$ cat src/rtl/param_sync_fifo_pkg.sv
// Shared constants and pointer-width helper for the parameterised synchronous FIFO.
package fifo_pkg;

    localparam int DEF_DATA_WIDTH = 8;
    localparam int DEF_DEPTH      = 32;

    function automatic int ptr_width(input int depth);
        return (depth > 1) ? $clog2(depth) : 1;
    endfunction

endpackage

$ cat src/rtl/param_sync_fifo_if.sv
// Handshake bundle between a FIFO user (master) and the FIFO itself (slave).
interface param_sync_fifo_if
    import fifo_pkg::*;
#(
    parameter int DATA_WIDTH = DEF_DATA_WIDTH,
    parameter int DEPTH      = DEF_DEPTH
);

    logic                        w_en;
    logic [DATA_WIDTH-1:0]       data_in;
    logic                        r_en;
    logic                        err_clr;
    logic [DATA_WIDTH-1:0]       data_out;
    logic                        rd_valid;
    logic                        full;
    logic                        empty;
    logic                        almost_full;
    logic                        almost_empty;
    logic [ptr_width(DEPTH):0]   count;
    logic                        overflow;
    logic                        underflow;

    modport master (
        output w_en, data_in, r_en, err_clr,
        input  data_out, rd_valid, full, empty, almost_full, almost_empty,
               count, overflow, underflow
    );

    modport slave (
        input  w_en, data_in, r_en, err_clr,
        output data_out, rd_valid, full, empty, almost_full, almost_empty,
               count, overflow, underflow
    );

endinterface

$ cat src/rtl/param_sync_fifo_mem.sv
// FIFO storage: one synchronous write port, one asynchronous read port, no reset.
module sync_fifo_mem
    import fifo_pkg::*;
#(
    parameter int  DATA_WIDTH = DEF_DATA_WIDTH,
    parameter int  DEPTH      = DEF_DEPTH,
    localparam int AW         = ptr_width(DEPTH)
) (
    input  logic                  clk,
    input  logic                  we,
    input  logic [AW-1:0]         waddr,
    input  logic [DATA_WIDTH-1:0] wdata,
    input  logic [AW-1:0]         raddr,
    output logic [DATA_WIDTH-1:0] rdata
);

    logic [DATA_WIDTH-1:0] mem [DEPTH];

    always_ff @(posedge clk) begin
        if (we) begin
            mem[waddr] <= wdata;
        end
    end

    assign rdata = mem[raddr];

endmodule

$ cat src/rtl/param_sync_fifo.sv
// Synchronous FIFO control: pointers, occupancy, threshold flags, sticky errors
// and the standard / first-word-fall-through read path.
module param_sync_fifo
    import fifo_pkg::*;
#(
    parameter int DATA_WIDTH = DEF_DATA_WIDTH,
    parameter int DEPTH      = DEF_DEPTH,
    parameter int FWFT       = 0,
    parameter int AF_THRESH  = DEPTH - 4,
    parameter int AE_THRESH  = 4
) (
    input  logic                clk,
    input  logic                rst,
    param_sync_fifo_if.slave    bus
);

    localparam int AW = ptr_width(DEPTH);
    localparam int CW = AW + 1;

    logic [AW-1:0]         wr_ptr;
    logic [AW-1:0]         rd_ptr;
    logic [CW-1:0]         count_q;
    logic [CW-1:0]         count_nxt;
    logic                  full_q;
    logic                  empty_q;
    logic                  af_q;
    logic                  ae_q;
    logic                  ovf_q;
    logic                  udf_q;
    logic                  wr_acc;
    logic                  rd_acc;
    logic [DATA_WIDTH-1:0] mem_rdata;
    logic [DATA_WIDTH-1:0] dout;
    logic                  dvalid;

    // Acceptance uses the registered flags, so a full FIFO can still pop and
    // an empty FIFO can still push in the same cycle.
    assign wr_acc = bus.w_en && !full_q && !rst;
    assign rd_acc = bus.r_en && !empty_q && !rst;

    always_comb begin
        count_nxt = count_q;
        case ({wr_acc, rd_acc})
            2'b10:   count_nxt = count_q + 1'b1;
            2'b01:   count_nxt = count_q - 1'b1;
            default: count_nxt = count_q;
        endcase
    end

    always_ff @(posedge clk) begin
        if (rst) begin
            wr_ptr  <= '0;
            rd_ptr  <= '0;
            count_q <= '0;
            full_q  <= 1'b0;
            empty_q <= 1'b1;
            af_q    <= 1'b0;
            ae_q    <= 1'b1;
            ovf_q   <= 1'b0;
            udf_q   <= 1'b0;
        end else begin
            if (wr_acc) begin
                wr_ptr <= wr_ptr + 1'b1;
            end
            if (rd_acc) begin
                rd_ptr <= rd_ptr + 1'b1;
            end
            count_q <= count_nxt;
            full_q  <= (count_nxt == CW'(DEPTH));
            empty_q <= (count_nxt == '0);
            af_q    <= (count_nxt >= CW'(AF_THRESH));
            ae_q    <= (count_nxt <= CW'(AE_THRESH));
            // A new error event outranks a clear in the same cycle.
            if (bus.w_en && full_q) begin
                ovf_q <= 1'b1;
            end else if (bus.err_clr) begin
                ovf_q <= 1'b0;
            end
            if (bus.r_en && empty_q) begin
                udf_q <= 1'b1;
            end else if (bus.err_clr) begin
                udf_q <= 1'b0;
            end
        end
    end

    sync_fifo_mem #(
        .DATA_WIDTH (DATA_WIDTH),
        .DEPTH      (DEPTH)
    ) u_mem (
        .clk   (clk),
        .we    (wr_acc),
        .waddr (wr_ptr),
        .wdata (bus.data_in),
        .raddr (rd_ptr),
        .rdata (mem_rdata)
    );

    generate
        if (FWFT != 0) begin : g_fwft
            always_comb begin
                dout   = empty_q ? '0 : mem_rdata;
                dvalid = !empty_q;
            end
        end else begin : g_std
            logic [DATA_WIDTH-1:0] dout_q;
            logic                  dvalid_q;

            always_ff @(posedge clk) begin
                if (rst) begin
                    dout_q   <= '0;
                    dvalid_q <= 1'b0;
                end else begin
                    dvalid_q <= rd_acc;
                    if (rd_acc) begin
                        dout_q <= mem_rdata;
                    end
                end
            end

            always_comb begin
                dout   = dout_q;
                dvalid = dvalid_q;
            end
        end
    endgenerate

    assign bus.data_out     = dout;
    assign bus.rd_valid     = dvalid;
    assign bus.full         = full_q;
    assign bus.empty        = empty_q;
    assign bus.almost_full  = af_q;
    assign bus.almost_empty = ae_q;
    assign bus.count        = count_q;
    assign bus.overflow     = ovf_q;
    assign bus.underflow    = udf_q;

endmodule

$ cat src/flat_wrapper.sv
// flat-port wrapper written by rule: the top's interface ports become plain ports
module param_sync_fifo_flat import fifo_pkg::*;
#(
    parameter int DATA_WIDTH = DEF_DATA_WIDTH,
    parameter int DEPTH      = DEF_DEPTH,
    parameter int FWFT       = 0,
    parameter int AF_THRESH  = DEPTH - 4,
    parameter int AE_THRESH  = 4
)
  (clk, rst, bus_w_en, bus_data_in, bus_r_en, bus_err_clr, bus_data_out, bus_rd_valid, bus_full, bus_empty, bus_almost_full, bus_almost_empty, bus_count, bus_overflow, bus_underflow);
  param_sync_fifo_if #(.DATA_WIDTH(DATA_WIDTH), .DEPTH(DEPTH)) bus_i ();
  input  logic clk;
  input  logic rst;
  input wire logic [$bits(bus_i.w_en)-1:0] bus_w_en;
  input wire logic [$bits(bus_i.data_in)-1:0] bus_data_in;
  input wire logic [$bits(bus_i.r_en)-1:0] bus_r_en;
  input wire logic [$bits(bus_i.err_clr)-1:0] bus_err_clr;
  output wire logic [$bits(bus_i.data_out)-1:0] bus_data_out;
  output wire logic [$bits(bus_i.rd_valid)-1:0] bus_rd_valid;
  output wire logic [$bits(bus_i.full)-1:0] bus_full;
  output wire logic [$bits(bus_i.empty)-1:0] bus_empty;
  output wire logic [$bits(bus_i.almost_full)-1:0] bus_almost_full;
  output wire logic [$bits(bus_i.almost_empty)-1:0] bus_almost_empty;
  output wire logic [$bits(bus_i.count)-1:0] bus_count;
  output wire logic [$bits(bus_i.overflow)-1:0] bus_overflow;
  output wire logic [$bits(bus_i.underflow)-1:0] bus_underflow;
  assign bus_i.w_en = bus_w_en;
  assign bus_i.data_in = bus_data_in;
  assign bus_i.r_en = bus_r_en;
  assign bus_i.err_clr = bus_err_clr;
  assign bus_data_out = bus_i.data_out;
  assign bus_rd_valid = bus_i.rd_valid;
  assign bus_full = bus_i.full;
  assign bus_empty = bus_i.empty;
  assign bus_almost_full = bus_i.almost_full;
  assign bus_almost_empty = bus_i.almost_empty;
  assign bus_count = bus_i.count;
  assign bus_overflow = bus_i.overflow;
  assign bus_underflow = bus_i.underflow;
  param_sync_fifo #(.DATA_WIDTH(DATA_WIDTH), .DEPTH(DEPTH), .FWFT(FWFT), .AF_THRESH(AF_THRESH), .AE_THRESH(AE_THRESH)) u_core (.clk(clk), .rst(rst), .bus(bus_i));
endmodule
$ cat config.mk
export PLATFORM = sky130hd
export DESIGN_NAME = param_sync_fifo_flat
export DESIGN_NICKNAME = d
export VERILOG_FILES = /design/src/rtl/param_sync_fifo_pkg.sv /design/src/rtl/param_sync_fifo_if.sv /design/src/rtl/param_sync_fifo_mem.sv /design/src/rtl/param_sync_fifo.sv /design/src/flat_wrapper.sv
export SDC_FILE = /design/constraint.sdc
export NUM_CORES = 1
export LEC_CHECK = 0
export CORE_ASPECT_RATIO = 0.8
export CORE_MARGIN = 3
export CORE_UTILIZATION = 50
export DETAILED_ROUTE_END_ITERATION = 6
export PLACE_DENSITY = 0.67
export SYNTH_ARGS = -nofsm -noshare
export SYNTH_HDL_FRONTEND = slang
export SYNTH_SLANG_ARGS = --single-unit
$ cat constraint.sdc
create_clock -name clk -period 6.6 [get_ports clk]
set_clock_uncertainty 0.05 [all_clocks]
set_input_delay 1.32 -clock clk [delete_from_list [all_inputs] [get_ports clk]]
set_output_delay 1.32 -clock clk [all_outputs]
set_load 0.01 [all_outputs]
==> impl_metrics.toml, run 1 <==
[place]
dpl.hpwl_um = 15900
gp_congestion = 0.854
numPortBuffers = 33

[synth]
synth_top_area_share_pct = 66.8
async_flop_share_pct = 0
synth_edf_count = 256
syn_avg_cell_area_um2 = 17.2
synth_area_leaders = "edfxtp_1 67%, mux4_2 7.0%, dfxtp_1 5.4%"
yosys_warnings = 0
yosys.area.top_type = "edfxtp_1"
syn-instance-count = 671
yosysSeqAreaShare_pct = 72.2
synthesis.nets = 691
synth_cell_type_count = 52
ys.flop_type = "edfxtp_1"
synth_seq_cells = 287
synth_area_um2 = 11500

[final_layout]
multi_input_area_um2 = 2960
antenna_cells = 0
final_util_pct = 58.2
syn_to_final_growth_pct = 14.0
layout_common_cells = "256 x edfxtp_1, 62 x mux2i_1, 55 x nor2_1, 36 x mux4_2, 33 x clkdlybuf4s50_1"
layout-drive-gt1-share_pct = 15.7
nets = 727
regArea_um2 = 8310
final_common_cell = "edfxtp_1"
n_fill_cell = 1698

[sta]
fin_crit_ns = 4.09
relSlewSlack_pct = 7.53
setup_viol = 0
fmax_ghz = 0.245
worstMarginPinSlew_ns = 1.38
drv_slew = 0
whs_ns = 0.424
finalHoldViolations = 0
rsz0062_at_grt = "false"
fin_crit_sh_pct = 61.9
finalSetupTns_ns = 0

[worst_setup_path]
cp_top_family = "simple AND/OR/NAND/NOR gates"
crit_type = "primary input to register"
cpPeakStageDelay_ns = 0.57
crit_path_cell_trace = "clkdlybuf4s50_1 > buf_4 > or3b_1 > clkinv_8 > nand2_1 > xnor2_1 > ha_1 > or3b_2 > nand4_2 > a21oi_2 > xnor2_1 > or3_1 > a21oi_1"
crit_buf_inv = 3
crit_required_ns = 7.01
cp-end-kind = "register"
path_max_fanout = 33
worstSetupStartpointType = "primary input"
arrival_ns = 4.50
critPathMostFrequentCell = "xnor2_1"
crit_slowest_cell = "or3b_1"

[pwr]
max-vdd-ir-drop_uv = 233
p_per_area_nw_per_um2 = 298
power.leakage_nw = 4.02

[clock_tree]
cts_tree = "done"
cts_resized = 0
cts_setup_buffers = 0
clock-root-buffer = "clkbuf_16"
cts.sinks = 287
ctsLongestPathBuffers = 3
htree_levels = 1
clock_latency_ns = 0.53
cts_made_buffers = 28
cts_hold_buf = 0
clkTransAtPathRegs_ns = 0.06

[die]
die-area_um2 = 24900
initial_core_util_pct = 51.0
io_pins = 34
core_area_um2 = 22600
die_x_um = 176
fp-row-count = 49
die_y_um = 142

[detailed_routing]
vias_per_cell = 6.02
routedWlPerCell_um = 24.1
routed_wl_um = 24900
drt_iter0_drc = 694
drc = 0
vias = 6219
drt_pass1_iterations = 5
ant_nets = 0

[run_status]
status = "completed"

[global_route]
antenna_found_initial = 0
use_met3_pct = 3.05
grt_pass1_wl_um = 37500
globalRouteMet2Util_pct = 31.6
grt_pass1_vias = 6151
grt_use_met1_pct = 29.9
grt_max_degree = 57
grt_usage_pct = 20.0
grt_overflow = 0
top_usage_layer = "met2"

[flow_run]
maxCapViolCount = 0

[min_path]
hp-class = "register to register"
-- per-layer routing --
layer | wire length [µm] | share of wire (%)
met1 | 11000 | 44
met2 | 11700 | 47
met3 | 1730 | 7.0
met4 | 503 | 2.0
met5 | 0 | 0
-- stage by stage --
stage	cell area [µm²]	power, mW	setup slack [ns]	cells
after floorplan	11500	2.17	2.95	671
after global placement	12100	2.25	2.11	983
after detailed placement	12100	2.26	2.00	983
after CTS	13100	3.93	2.55	1033
after global routing	13100	4.02	2.39	1033
final	13100	3.91	2.51	1033
-- power by group --
group,internal (mW),switching (mW)
sequential,1.99,0.0274
clock,1.04,0.652
combinational,0.0857,0.114
total,3.12,0.793
-- area by class of cell --
cell class	count	share of cell area, %
flip-flops and latches	287	63.3
multi-input cells	338	22.5
clock buffers	40	6.71
repair buffers	45	3.20
well taps	306	2.92
clock inverters	10	1.00
inverters	7	0.296
-- cell families after synthesis --
family,synth area share [%]
AOI/OAI and AO/OA,5.21
xor gates and xnor gates,1.07
adders and majority gates,0.761
buffers and inverters,2.15
DFF,72.2
muxes,13.2
and+or+nand+nor,5.44
-- worst paths after layout --
path                                                     startpoint                                  end  slack (ns)  depth (start not counted)
worst min-delay path            u_core.bus.data_out[1]$_SDFFE_PP0P_  u_core.bus.data_out[1]$_SDFFE_PP0P_        0.42                          2
worst max register to register        u_core.rd_ptr[1]$_SDFFE_PP0P_  u_core.bus.data_out[1]$_SDFFE_PP0P_        3.25                          6
worst min register to register  u_core.bus.data_out[1]$_SDFFE_PP0P_  u_core.bus.data_out[1]$_SDFFE_PP0P_        0.42                          2
worst max-delay path                                            rst    u_core.bus.almost_full$_SDFF_PP0_        2.51                         13
-- tightest hold or removal path, stage by stage, from the launching register on --
cell and delay [ns]:
dfxtp_1 0.31, nand2_1 0.06, a21oi_1 0.06
-- flip-flops by register name, indices dropped and copies added, names as in the netlist --
signal / cells
u_core.u_mem.mem: 256
u_core.bus.underflow: 1
u_core.bus.rd_valid: 1
u_core.bus.empty: 1
u_core.bus.almost_empty: 1
u_core.bus.overflow: 1
u_core.bus.almost_full: 1
u_core.rd_ptr: 5
u_core.bus.data_out: 8
u_core.bus.count: 6
u_core.wr_ptr: 5
u_core.bus.full: 1
-- synth_stat cells (4+ instances only) --
library cell  count
edfxtp_1        256
mux2i_1          62
nor2_1           55
mux4_2           36
dfxtp_1          31
a21oi_1          22
nand2_1          22
a221oi_1         14
clkbuf_1         14
nor2b_1          14
buf_4             9
a22o_1            8
a22oi_1           8
mux2_2            8
xor2_1            8
buf_2             7
ha_1              7
a211oi_1          6
inv_1             6
xnor2_1           6
buf_1             5
nand2b_1          5
a211o_1           4
nand3_1           4
o211ai_1          4
o21ai_0           4
Note: power is estimated with default switching activity, not from simulation.
==> inputs of run 2 (changes only) <==
==> constraint.sdc (replaced) <==
create_clock -name clk -period 4.2 [get_ports clk]
set_clock_uncertainty 0.05 [all_clocks]
set_input_delay 0.84 -clock clk [delete_from_list [all_inputs] [get_ports clk]]
set_output_delay 0.84 -clock clk [all_outputs]
set_load 0.01 [all_outputs]
==> run 2 against run 1 <==
Against the previous run:
- wire length is 1.4% higher
- die area stayed put
- clock-buffer cell count is 3 lower
- combinational power is 63% higher
- hold slack better by 0.0097 ns
- via count is 1.2% lower
- critical path depth is 1 lower
- clock power is 51% higher
- sequential share of layout area is 0.079 points higher
- setup slack worse by 1.8 ns
- critical endpoint unchanged
- largest power group unchanged
- highest routed layer is now met5
==> impl_metrics.toml, run 2 (synthesized netlist as in run 1, its figures left out) <==
[global_route]
antenna_found_initial = 1
grt_pass1_wl_um = 38300
grt_max_degree = 47
globalRouteMet2Util_pct = 31.3
grt_overflow = 0
grt_use_met1_pct = 29.9
grt_usage_pct = 20.5
use_met3_pct = 5.56
top_usage_layer = "met2"
grt_pass1_vias = 6302

[detailed_routing]
routedWlPerCell_um = 24.2
vias_per_cell = 5.91
drc = 0
drt_iter0_drc = 678
routed_wl_um = 25200
ant_nets = 0
drt_pass1_iterations = 5
vias = 6143

[worst_setup_path]
r2r-end = "u_core.bus.almost_full$_SDFF_PP0_"
crit_required_ns = 4.63
r2r_slack_ns = 1.22
cp-end-kind = "register"
crit_start = "bus_r_en"
crit_type = "primary input to register"
path_max_fanout = 10
reg2regPathDepth = 11
arrival_ns = 3.87
r2r-start = "u_core.bus.empty$_SDFF_PP1_"
worstSetupStartpointType = "primary input"

[die]
initial_core_util_pct = 51.0
io_pins = 34
die-area_um2 = 24900
die_y_um = 142
die_x_um = 176
fp-row-count = 49
core_area_um2 = 22600

[pwr]
power.leakage_nw = 4.02
max-vdd-ir-drop_uv = 352
p_per_area_nw_per_um2 = 461

[clock_tree]
cts_tree = "done"
clock_latency_ns = 0.55
cts_setup_buffers = 0
cts_made_buffers = 28
htree_levels = 1
cts_hold_buf = 0
cts.sinks = 287
ctsLongestPathBuffers = 3
clock-root-buffer = "clkbuf_16"
cts_resized = 0
clkTransAtPathRegs_ns = 0.06

[place]
numPortBuffers = 33
dpl.hpwl_um = 16100
gp_congestion = 0.896

[sta]
finalSetupTns_ns = 0
finalHoldViolations = 0
rsz0062_at_grt = "false"
whs_ns = 0.434
setup_viol = 0
fmax_ghz = 0.291
relSlewSlack_pct = 14.0
drv_slew = 0
worstMarginPinSlew_ns = 1.29
fin_crit_ns = 3.44
fin_crit_sh_pct = 81.9

[final_layout]
layout_common_cells = "256 x edfxtp_1, 62 x mux2i_1, 55 x nor2_1, 36 x mux4_2, 33 x clkdlybuf4s50_1"
largest_reg_flops = 256
top_register = "u_core.u_mem.mem"
syn_to_final_growth_pct = 13.9
layout-drive-gt1-share_pct = 15.8
n_fill_cell = 1740
nets = 732
antenna_cells = 0
final_common_cell = "edfxtp_1"

[min_path]
min_from = "u_core.bus.data_out[1]$_SDFFE_PP0P_"
min_path_cells = 2
hold_path_end = "u_core.bus.data_out[1]$_SDFFE_PP0P_"
hp-class = "register to register"

[flow_run]
maxCapViolCount = 0

[run_status]
status = "completed"
run 2: final cells by class:
| type | instances | area (µm²) | share of cell area [%] |
|---|---|---|---|
| Clock buffer | 37 | 754 | 5.76 |
| Clock inverter | 15 | 191 | 1.46 |
| Sequential cell | 287 | 8310 | 63.4 |
| Timing Repair Buffer | 50 | 470 | 3.59 |
| Tap cell | 306 | 383 | 2.92 |
| Multi-Input combinational cell | 338 | 2960 | 22.6 |
| Inverter | 7 | 38.8 | 0.296 |
run 2: how the worst max path moves through the flow:
stage,end,slack (ns),depth (start not counted)
after global routing,u_core.bus.almost_full$_SDFF_PP0_,0.61,12
final,u_core.bus.almost_full$_SDFF_PP0_,0.76,12
after detailed placement,u_core.bus.almost_full$_SDFF_PP0_,0.25,12
after global placement,u_core.bus.almost_full$_SDFF_PP0_,0.35,12
after floorplan,u_core.bus.almost_full$_SDFF_PP0_,1.03,12
after CTS,u_core.bus.almost_full$_SDFF_PP0_,0.79,12
run 2: metal layers:
metal / vias to the layer above / routed length, µm
met2: 205 / 11800
met4: 2 / 439
met3: 38 / 1820
li1: 2727 / -
met5: - / 10
met1: 3171 / 11100
run 2: where the power goes:
| group | total (mW) | internal (mW) | switching (mW) |
|---|---|---|---|
| combinational | 0.327 | 0.138 | 0.189 |
| clock | 2.55 | 1.51 | 1.03 |
| sequential | 3.16 | 3.13 | 0.0346 |
run 2: metrics by stage:
step	std cells	total power [mW]	area, µm²	setup slack [ns]	utilization (%)
2_1_floorplan	671	3.41	11500	1.03	-
3_3_place_gp	988	3.54	12200	0.352	53.9
3_5_place_dp	988	3.55	12200	0.255	53.9
4_1_cts	1040	6.07	13100	0.791	58.1
5_1_grt	1040	6.22	13100	0.605	58.1
6_report	1040	6.04	13100	0.759	58.1
run 2: critical path, cell delays in order:
cell,delay (ns)
clkdlybuf4s50_1,0.51
or3b_1,0.54
clkinv_8,0.13
nand2_1,0.11
xnor2_1,0.17
ha_1,0.22
or3b_2,0.46
nand4_2,0.11
a21oi_2,0.06
xnor2_1,0.17
or3_1,0.40
a21oi_1,0.15
==> inputs of run 3 (changes only) <==
--- a/config.mk
+++ b/config.mk
@@ -9,7 +9,7 @@
 export CORE_MARGIN = 3
 export CORE_UTILIZATION = 50
 export DETAILED_ROUTE_END_ITERATION = 6
-export PLACE_DENSITY = 0.67
+export PLACE_DENSITY = 0.69
 export SYNTH_ARGS = -nofsm -noshare
 export SYNTH_HDL_FRONTEND = slang
 export SYNTH_SLANG_ARGS = --single-unit
==> constraint.sdc (replaced) <==
create_clock -name clk -period 2.8 [get_ports clk]
set_clock_uncertainty 0.05 [all_clocks]
set_input_delay 0.56 -clock clk [delete_from_list [all_inputs] [get_ports clk]]
set_output_delay 0.56 -clock clk [all_outputs]
set_load 0.01 [all_outputs]
==> run 3 against run 2 <==
Against the previous run:
- die area unchanged
- hold slack better by 0.022 ns
- total power up 51%
- clock-buffer cell count up 2
- design area up 3.5%
- setup slack worse by 0.72 ns
- combinational power up 65%
- clock power up 50%
- sequential share of layout area down 2.1 points
- non-clock buffer count up 52
- critical path type unchanged
- critical endpoint unchanged
- largest cell class unchanged
==> impl_metrics.toml, run 3 (synthesized netlist as in run 1, its figures left out) <==
[run_status]
status = "completed"

[sta]
relSlewSlack_pct = 53.5
fmax_ghz = 0.363
worstMarginPinSlew_ns = 0.696
fin_crit_sh_pct = 98.5
drv_slew = 0
finalSetupTns_ns = 0
whs_ns = 0.455
setup_viol = 0
finalHoldViolations = 0
fin_ws_ns = 0.0418
fin_crit_ns = 2.76

[worst_setup_path]
cp-endpoint = "u_core.bus.almost_full$_SDFF_PP0_"
cp-end-kind = "register"
worstSetupStartpointType = "primary input"
r2r-start = "u_core.bus.empty$_SDFF_PP1_"
arrival_ns = 3.16
path_max_fanout = 3
crit_start = "bus_r_en"
crit_required_ns = 3.21
r2r-end = "u_core.bus.almost_full$_SDFF_PP0_"
crit_type = "primary input to register"
r2r_slack_ns = 0.18
reg2regPathDepth = 11

[die]
initial_core_util_pct = 51.0
io_pins = 34
core_area_um2 = 22600
die_x_um = 176
fp-row-count = 49
die-area_um2 = 24900
die_y_um = 142

[detailed_routing]
dr.max_layer_used = "met4"
dr_wl_met3_um = 1790
wl_met1_um = 11200
vias = 6406
drt_pass1_iterations = 5
ant_nets = 0
routed_wl_um = 25200
drc = 0
routedWlPerCell_um = 23.1
wl_met2_um = 11600
vias_per_cell = 5.87
drt_iter0_drc = 556

[final_layout]
largest_reg_flops = 256
top_register = "u_core.u_mem.mem"
nets = 784
layout-drive-gt1-share_pct = 22.3
final_util_pct = 60.1
syn_to_final_growth_pct = 17.8
n_fill_cell = 1673
layout_common_cells = "256 x edfxtp_1, 66 x buf_4, 62 x mux2i_1, 55 x nor2_1, 36 x mux4_2"
antenna_cells = 0
final_common_cell = "edfxtp_1"

[flow_run]
maxCapViolCount = 0

[clock_tree]
htree_levels = 1
ctsLongestPathBuffers = 3
cts_hold_buf = 0
cts_tree = "done"
cts.sinks = 287
clkTransAtPathRegs_ns = 0.06
cts_resized = 0
cts_setup_buffers = 0
clock_latency_ns = 0.53
cts_made_buffers = 28
clock-root-buffer = "clkbuf_16"

[pwr]
p_per_area_nw_per_um2 = 672
power.leakage_nw = 4.33
switchingPower_mw = 1.85
comb_power_share_pct = 5.9
p_int_mw = 7.26
power.total_mw = 9.11
pwr-share-clk_pct = 42.1
sequentialPowerShare_pct = 52.0
max-vdd-ir-drop_uv = 508
swShare_pct = 20.4

[global_route]
grt_overflow = 0
antenna_found_initial = 0
grt_pass1_vias = 6405
grt_pass1_wl_um = 37800
grt_usage_pct = 20.1
grt_max_degree = 33

[place]
place_ws_ns = -0.539
dpl.hpwl_um = 16500
numPortBuffers = 33
gp_congestion = 0.881

[min_path]
hp-class = "register to register"
==> run 3: worst min path at each step <==
stage	startpoint	to	cells past startpoint	slack [ns]
2_1_floorplan	u_core.bus.data_out[0]$_SDFFE_PP0P_	u_core.bus.data_out[0]$_SDFFE_PP0P_	2	0.43
3_3_place_gp	u_core.bus.overflow$_SDFFE_PP0P_	u_core.bus.overflow$_SDFFE_PP0P_	2	0.43
3_5_place_dp	u_core.bus.data_out[5]$_SDFFE_PP0P_	u_core.bus.data_out[5]$_SDFFE_PP0P_	2	0.45
4_1_cts	u_core.bus.data_out[7]$_SDFFE_PP0P_	u_core.bus.data_out[7]$_SDFFE_PP0P_	2	0.45
5_1_grt	u_core.bus.data_out[7]$_SDFFE_PP0P_	u_core.bus.data_out[7]$_SDFFE_PP0P_	2	0.47
6_report	u_core.bus.overflow$_SDFFE_PP0P_	u_core.bus.overflow$_SDFFE_PP0P_	2	0.46
==> run 3: stage by stage <==
| step | instances | area, µm² |
|---|---|---|
| floorplan | 671 | 11500 |
| global placement | 1040 | 12600 |
| detailed placement | 1040 | 12600 |
| CTS | 1091 | 13500 |
| global route | 1091 | 13600 |
| finish | 1091 | 13600 |
==> run 3: power groups by stage <==
stage	combinational (mW)	clock (mW)	sequential, mW
final	0.539	3.83	4.74
after global routing	0.578	4.06	4.74
after detailed placement	0.533	0	4.83
after floorplan	0.301	0	4.81
after global placement	0.517	0	4.83
after CTS	0.536	3.89	4.74
==> run 3: final cells by class <==
type | instances | area, µm² | share of cell area (%)
multi-input cells | 338 | 2990 | 22.0
flip-flops and latches | 287 | 8310 | 61.3
inverters | 7 | 38.8 | 0.286
clock inverters | 12 | 133 | 0.978
well taps | 306 | 383 | 2.82
repair buffers | 102 | 886 | 6.53
clock buffers | 39 | 825 | 6.08
==> run 3: worst max-delay path, stage by stage <==
cell             delay, ns
clkdlybuf4s50_1       0.47
or3b_4                0.42
clkinv_8              0.06
nand2_2               0.07
xnor2_2               0.16
ha_2                  0.20
or3b_4                0.38
nand4_2               0.11
a21oi_2               0.07
xnor2_1               0.17
or3_1                 0.38
a21oi_1               0.12
==> run 3: routing by layer <==
metal  track usage, %  up-vias
met3             4.07       57
met1             29.6     3273
met4             6.04        0
met2             30.7      255
li1                 -     2821
met5                0        -
==> patch 1, RTL diff (flow settings as in run 2) <==
Reset style: asynchronous (`rst`), changed in 2 clocked blocks.
--- a/src/rtl/param_sync_fifo.sv
+++ b/src/rtl/param_sync_fifo.sv
@@ -47,7 +47,7 @@
         endcase
     end
 
-    always_ff @(posedge clk) begin
+    always_ff @(posedge clk or posedge rst) begin
         if (rst) begin
             wr_ptr  <= '0;
             rd_ptr  <= '0;
@@ -106,7 +106,7 @@
             logic [DATA_WIDTH-1:0] dout_q;
             logic                  dvalid_q;
 
-            always_ff @(posedge clk) begin
+            always_ff @(posedge clk or posedge rst) begin
                 if (rst) begin
                     dout_q   <= '0;
                     dvalid_q <= 1'b0;
Function: differs if rst is asserted again (counterexample within 4 cycles, from zero or initial values and one cycle with rst high); with rst held inactive, the same outputs for 4 cycles.
==> patch 1 against run 2 <==
Wire length shrank 7.3%. Sequential cell count unchanged. Synthesized cell count down 18%. Synthesized area shrank 1.4%. Final area shrank 1.6%. Setup slack gained 150 ps. Critical path type unchanged.
Power is not compared: it rests on default switching activity, and its combinational part moved more than twofold at a synthesized area within 25%.
==> patch 1: results (changes against run 2) <==
Reg2reg setup slack: 1200 ps (was 1220 ps)
Commonest cells in the netlist: 256 x sky130_fd_sc_hd__edfxtp_1, 80 x sky130_fd_sc_hd__mux4_2, 38 x sky130_fd_sc_hd__nor2_1 (was 256 x sky130_fd_sc_hd__edfxtp_1, 62 x sky130_fd_sc_hd__mux2i_1, 55 x sky130_fd_sc_hd__nor2_1)
H-Tree Level Count: 1 (unchanged)
Placed wire-length estimate: 14600 um (was 16100 um)
Leak Pwr: 0.00412 uW
Buffer count from post-CTS setup fixing: 0 (unchanged)
Insertion delay to the later sink of the worst-skew pair: 530 ps (was 550 ps)
Number of antenna violations at the first check in global routing: 0 (was 1)
Vias: 5430 (was 6143)
Placed standard-cell area: 12100 um^2 (was 12200 um^2)
Count of distinct cell types in the synthesized netlist: 44 (was 52)
Stage delay of the slowest cell on the critical path: 610 ps (was 540 ps)
Global-route wire length before repair: 35700 um (was 38300 um)
Maximum number of pins on one net before global-route repair: 51 (was 47)
Number of filler cells placed in the layout: 1570 (was 1740)
Nets in the synthesized netlist: 569 (was 691)
Vias in the first global route: 5650 (was 6302)
Arrival time of data at the critical path endpoint: 3650 ps (was 3870 ps)
Share of post-route cells with drive strength above 1: 23.7% (was 15.8%)
CTS buffer count: 27 (was 28)
Share of flip-flops with an asynchronous set or reset: 10.8% (was 0%)
DRC violation total after the first TritonRoute iteration: 544 (was 678)
Crit path max fanout: 23 (was 10)
Post-synthesis sequential area ratio: 74.5% (was 72.2%)
Slowest library cell on the worst path: sky130_fd_sc_hd__o41ai_1 (was sky130_fd_sc_hd__or3b_1)
Total Nets Final: 620 (was 732)
Result of the run: completed (unchanged)
R2R cell count: 8 (was 11)
Largest cells by area after synthesis: sky130_fd_sc_hd__edfxtp_1 68%, sky130_fd_sc_hd__mux4_2 16%, sky130_fd_sc_hd__dfrtp_1 6.4% (was sky130_fd_sc_hd__edfxtp_1 67%, sky130_fd_sc_hd__mux4_2 7.0%, sky130_fd_sc_hd__dfxtp_1 5.4%)
Setup TNS: 0 ps (unchanged)
Final weighted congestion in routability-driven placement: 0.890 (was 0.896)
Root buf cell: sky130_fd_sc_hd__clkbuf_16 (unchanged)
Number of detailed-route iterations in the first pass: 5 (unchanged)
Worst slew pin tran: 1300 ps (was 1290 ps)
Global-route usage over all layers: 19.5% (was 20.5%)
-- patch 1: final timing paths --
path                                                      end                               start
max                                 u_core.bus.full$_DFF_PP0_                                 rst
min                        u_core.bus.data_out[1]$_DFFE_PP0P_  u_core.bus.data_out[1]$_DFFE_PP0P_
max reg2reg                         u_core.bus.full$_DFF_PP0_          u_core.bus.empty$_DFF_PP1_
min reg2reg                u_core.bus.data_out[1]$_DFFE_PP0P_  u_core.bus.data_out[1]$_DFFE_PP0P_
max in group asynchronous        u_core.rd_ptr[0]$_DFFE_PP0P_                                 rst
min in group asynchronous       u_core.bus.rd_valid$_DFF_PP0_                                 rst
-- patch 1: power by group --
| part | switching [uW] | total, uW | internal [uW] |
|---|---|---|---|
| Combinational | 1080 | 2250 | 1170 |
| Sequential | 338 | 3660 | 3320 |
| Clock | 973 | 2210 | 1240 |
-- patch 1: area by class of cell --
class / instances / area (um^2) / share of cell area, %
Multi-Input combinational cell: 224 / 2730 / 21.2
Tap cell: 300 / 375 / 2.91
Clock inverter: 11 / 50.0 / 0.388
Timing Repair Buffer: 50 / 470 / 3.65
Inverter: 10 / 42.5 / 0.330
Clock buffer: 39 / 751 / 5.82
Sequential cell: 287 / 8470 / 65.7
-- patch 1: cells by family (layout without fill, tap and decap cells) --
| logic type | count (synthesis) | in the layout | share of synthesized area [%] |
|---|---|---|---|
| muxes | 90 | 90 | 16.8 |
| adders and majority gates | 7 | 7 | 0.771 |
| AOI/OAI and AO/OA | 26 | 26 | 1.63 |
| DFF | 287 | 287 | 74.5 |
| buffers and inverters | 38 | 110 | 1.39 |
| and+or+nand+nor | 88 | 88 | 3.75 |
| xor gates and xnor gates | 13 | 13 | 1.17 |
-- patch 1: stage by stage --
step | setup slack [ps] | cells | hold WS [ps] | total power [uW] | utilization [%]
final | 908 | 921 | 443 | 8120 | 58.8
after global routing | 744 | 921 | 453 | 8460 | 58.8
after CTS | 993 | 921 | 438 | 8180 | 58.8
after detailed placement | 454 | 871 | 427 | 5970 | 55.2
after global placement | 620 | 871 | 423 | 5910 | 55.2
after floorplan | 867 | 549 | 470 | 5160 | -
-- patch 1: routing by layer --
layer / vias up / GRT usage, % / part of all wire [%]
li1: 2337 / - / -
met1: 2861 / 31.4 / 48
met2: 190 / 28.6 / 45
met3: 42 / 3.31 / 5.6
met4: 0 / 4.20 / 2.0
met5: - / 0 / 0
-- patch 1: critical path, delay by kind of cell --
family | cells | cell delay (ps)
adder cells (fa/ha/maj) | 1 | 300
XOR/XNOR | 1 | 450
AO/OA/AOI/OAI | 2 | 720
buffers and inverters | 3 | 890
AND/OR/NAND/NOR | 2 | 440
==> patch 2, RTL diff (config.mk and constraints of run 2) <==
Without the edit above. `FWFT` is set to 0 in 2 places; all go to 1.
--- a/src/rtl/param_sync_fifo.sv
+++ b/src/rtl/param_sync_fifo.sv
@@ -5,7 +5,7 @@
 #(
     parameter int DATA_WIDTH = DEF_DATA_WIDTH,
     parameter int DEPTH      = DEF_DEPTH,
-    parameter int FWFT       = 0,
+    parameter int FWFT       = 1,
     parameter int AF_THRESH  = DEPTH - 4,
     parameter int AE_THRESH  = 4
 ) (
--- a/src/flat_wrapper.sv
+++ b/src/flat_wrapper.sv
@@ -3,7 +3,7 @@
 #(
     parameter int DATA_WIDTH = DEF_DATA_WIDTH,
     parameter int DEPTH      = DEF_DEPTH,
-    parameter int FWFT       = 0,
+    parameter int FWFT       = 1,
     parameter int AF_THRESH  = DEPTH - 4,
     parameter int AE_THRESH  = 4
 )
Behaviour: not the same (a bounded check fails within 4 cycles, from zero or initial values and one cycle with rst high).
==> patch 2 against run 2 <==
Setup slack worse by 560 ps. Synthesized area down 3.3%. Count of clock-buffer cells in the layout down 5. Synthesized cell count down 17%. Wire length down 12%. Global-route usage down 2.0 points. Total power down 3.4%. Final area down 2.7%. Sequential cell count down 4. Critical path depth down 6. Critical path type is now flip-flop to output pin. Largest cell class unchanged.
==> patch 2: results (changes against run 2) <==
Share of post-route cells with drive strength above 1: 24.0% (was 15.8%)
Mean instance size in the synthesized netlist: 20.1 um^2 (was 17.2 um^2)
Global-route usage over all layers: 18.6% (was 20.5%)
Placed wire-length estimate: 13800 um (was 16100 um)
DR WL/cell: 23.8 um (was 24.2 um)
Final weighted congestion in routability-driven placement: 0.791 (was 0.896)
Met1 usage in global routing: 29.3% (was 29.9%)
Post-synthesis sequential area ratio: 73.9% (was 72.2%)
Reg2reg setup slack: 1180 ps (was 1220 ps)
Post-synthesis compound-gate area fraction: 1.17% (was 5.21%)
Number of antenna violations at the first check in global routing: 0 (was 1)
Number of cells in the finished layout apart from fillers: 928 (was 1040)
Comb pwr: 411 uW (was 327 uW)
Top routing layer in use: met4 (was met5)
Largest cells by area after synthesis: sky130_fd_sc_hd__edfxtp_1 69%, sky130_fd_sc_hd__mux4_2 16%, sky130_fd_sc_hd__dfxtp_1 4.9% (was sky130_fd_sc_hd__edfxtp_1 67%, sky130_fd_sc_hd__mux4_2 7.0%, sky130_fd_sc_hd__dfxtp_1 5.4%)
Number of filler cells placed in the layout: 1610 (was 1740)
Nets in the synthesized netlist: 575 (was 691)
DRC violation total after the first TritonRoute iteration: 575 (was 678)
Arrival time of data at the critical path endpoint: 3110 ps (was 3870 ps)
Result of the run: completed (unchanged)
Total met3 wirelength after detailed routing: 1780 um (was 1820 um)
Insertion delay to the later sink of the worst-skew pair: 520 ps (was 550 ps)
Setup crit start kind: flip-flop (was primary input)
Crit path capture: bus_data_out[3] (was u_core.bus.almost_full$_SDFF_PP0_)
Vias: 5400 (was 6143)
==> patch 2: cell types whose count changed in the layout (fill, tap and decap cells not counted), moves of 4 or more <==
cell and delta:
sky130_fd_sc_hd__mux2i_1 -50, sky130_fd_sc_hd__nor2_1 +12, sky130_fd_sc_hd__a211oi_1 -6, sky130_fd_sc_hd__mux2_2 -8
sky130_fd_sc_hd__nand2_1 -14, sky130_fd_sc_hd__a211o_1 -4, sky130_fd_sc_hd__a221oi_1 -14, sky130_fd_sc_hd__nor2b_1 -11
sky130_fd_sc_hd__a22o_1 -8, sky130_fd_sc_hd__a22oi_1 -6, sky130_fd_sc_hd__mux4_2 +44, sky130_fd_sc_hd__a21oi_1 -16
sky130_fd_sc_hd__dfxtp_1 -4
==> patch 2: final cells by class <==
type	instances	area share, %
tap	300	2.94
clock buffer	32	5.52
multi-input combinational	235	21.4
timing repair buffer	56	4.34
sequential	283	64.5
inverter	7	0.216
clock inverter	15	1.04
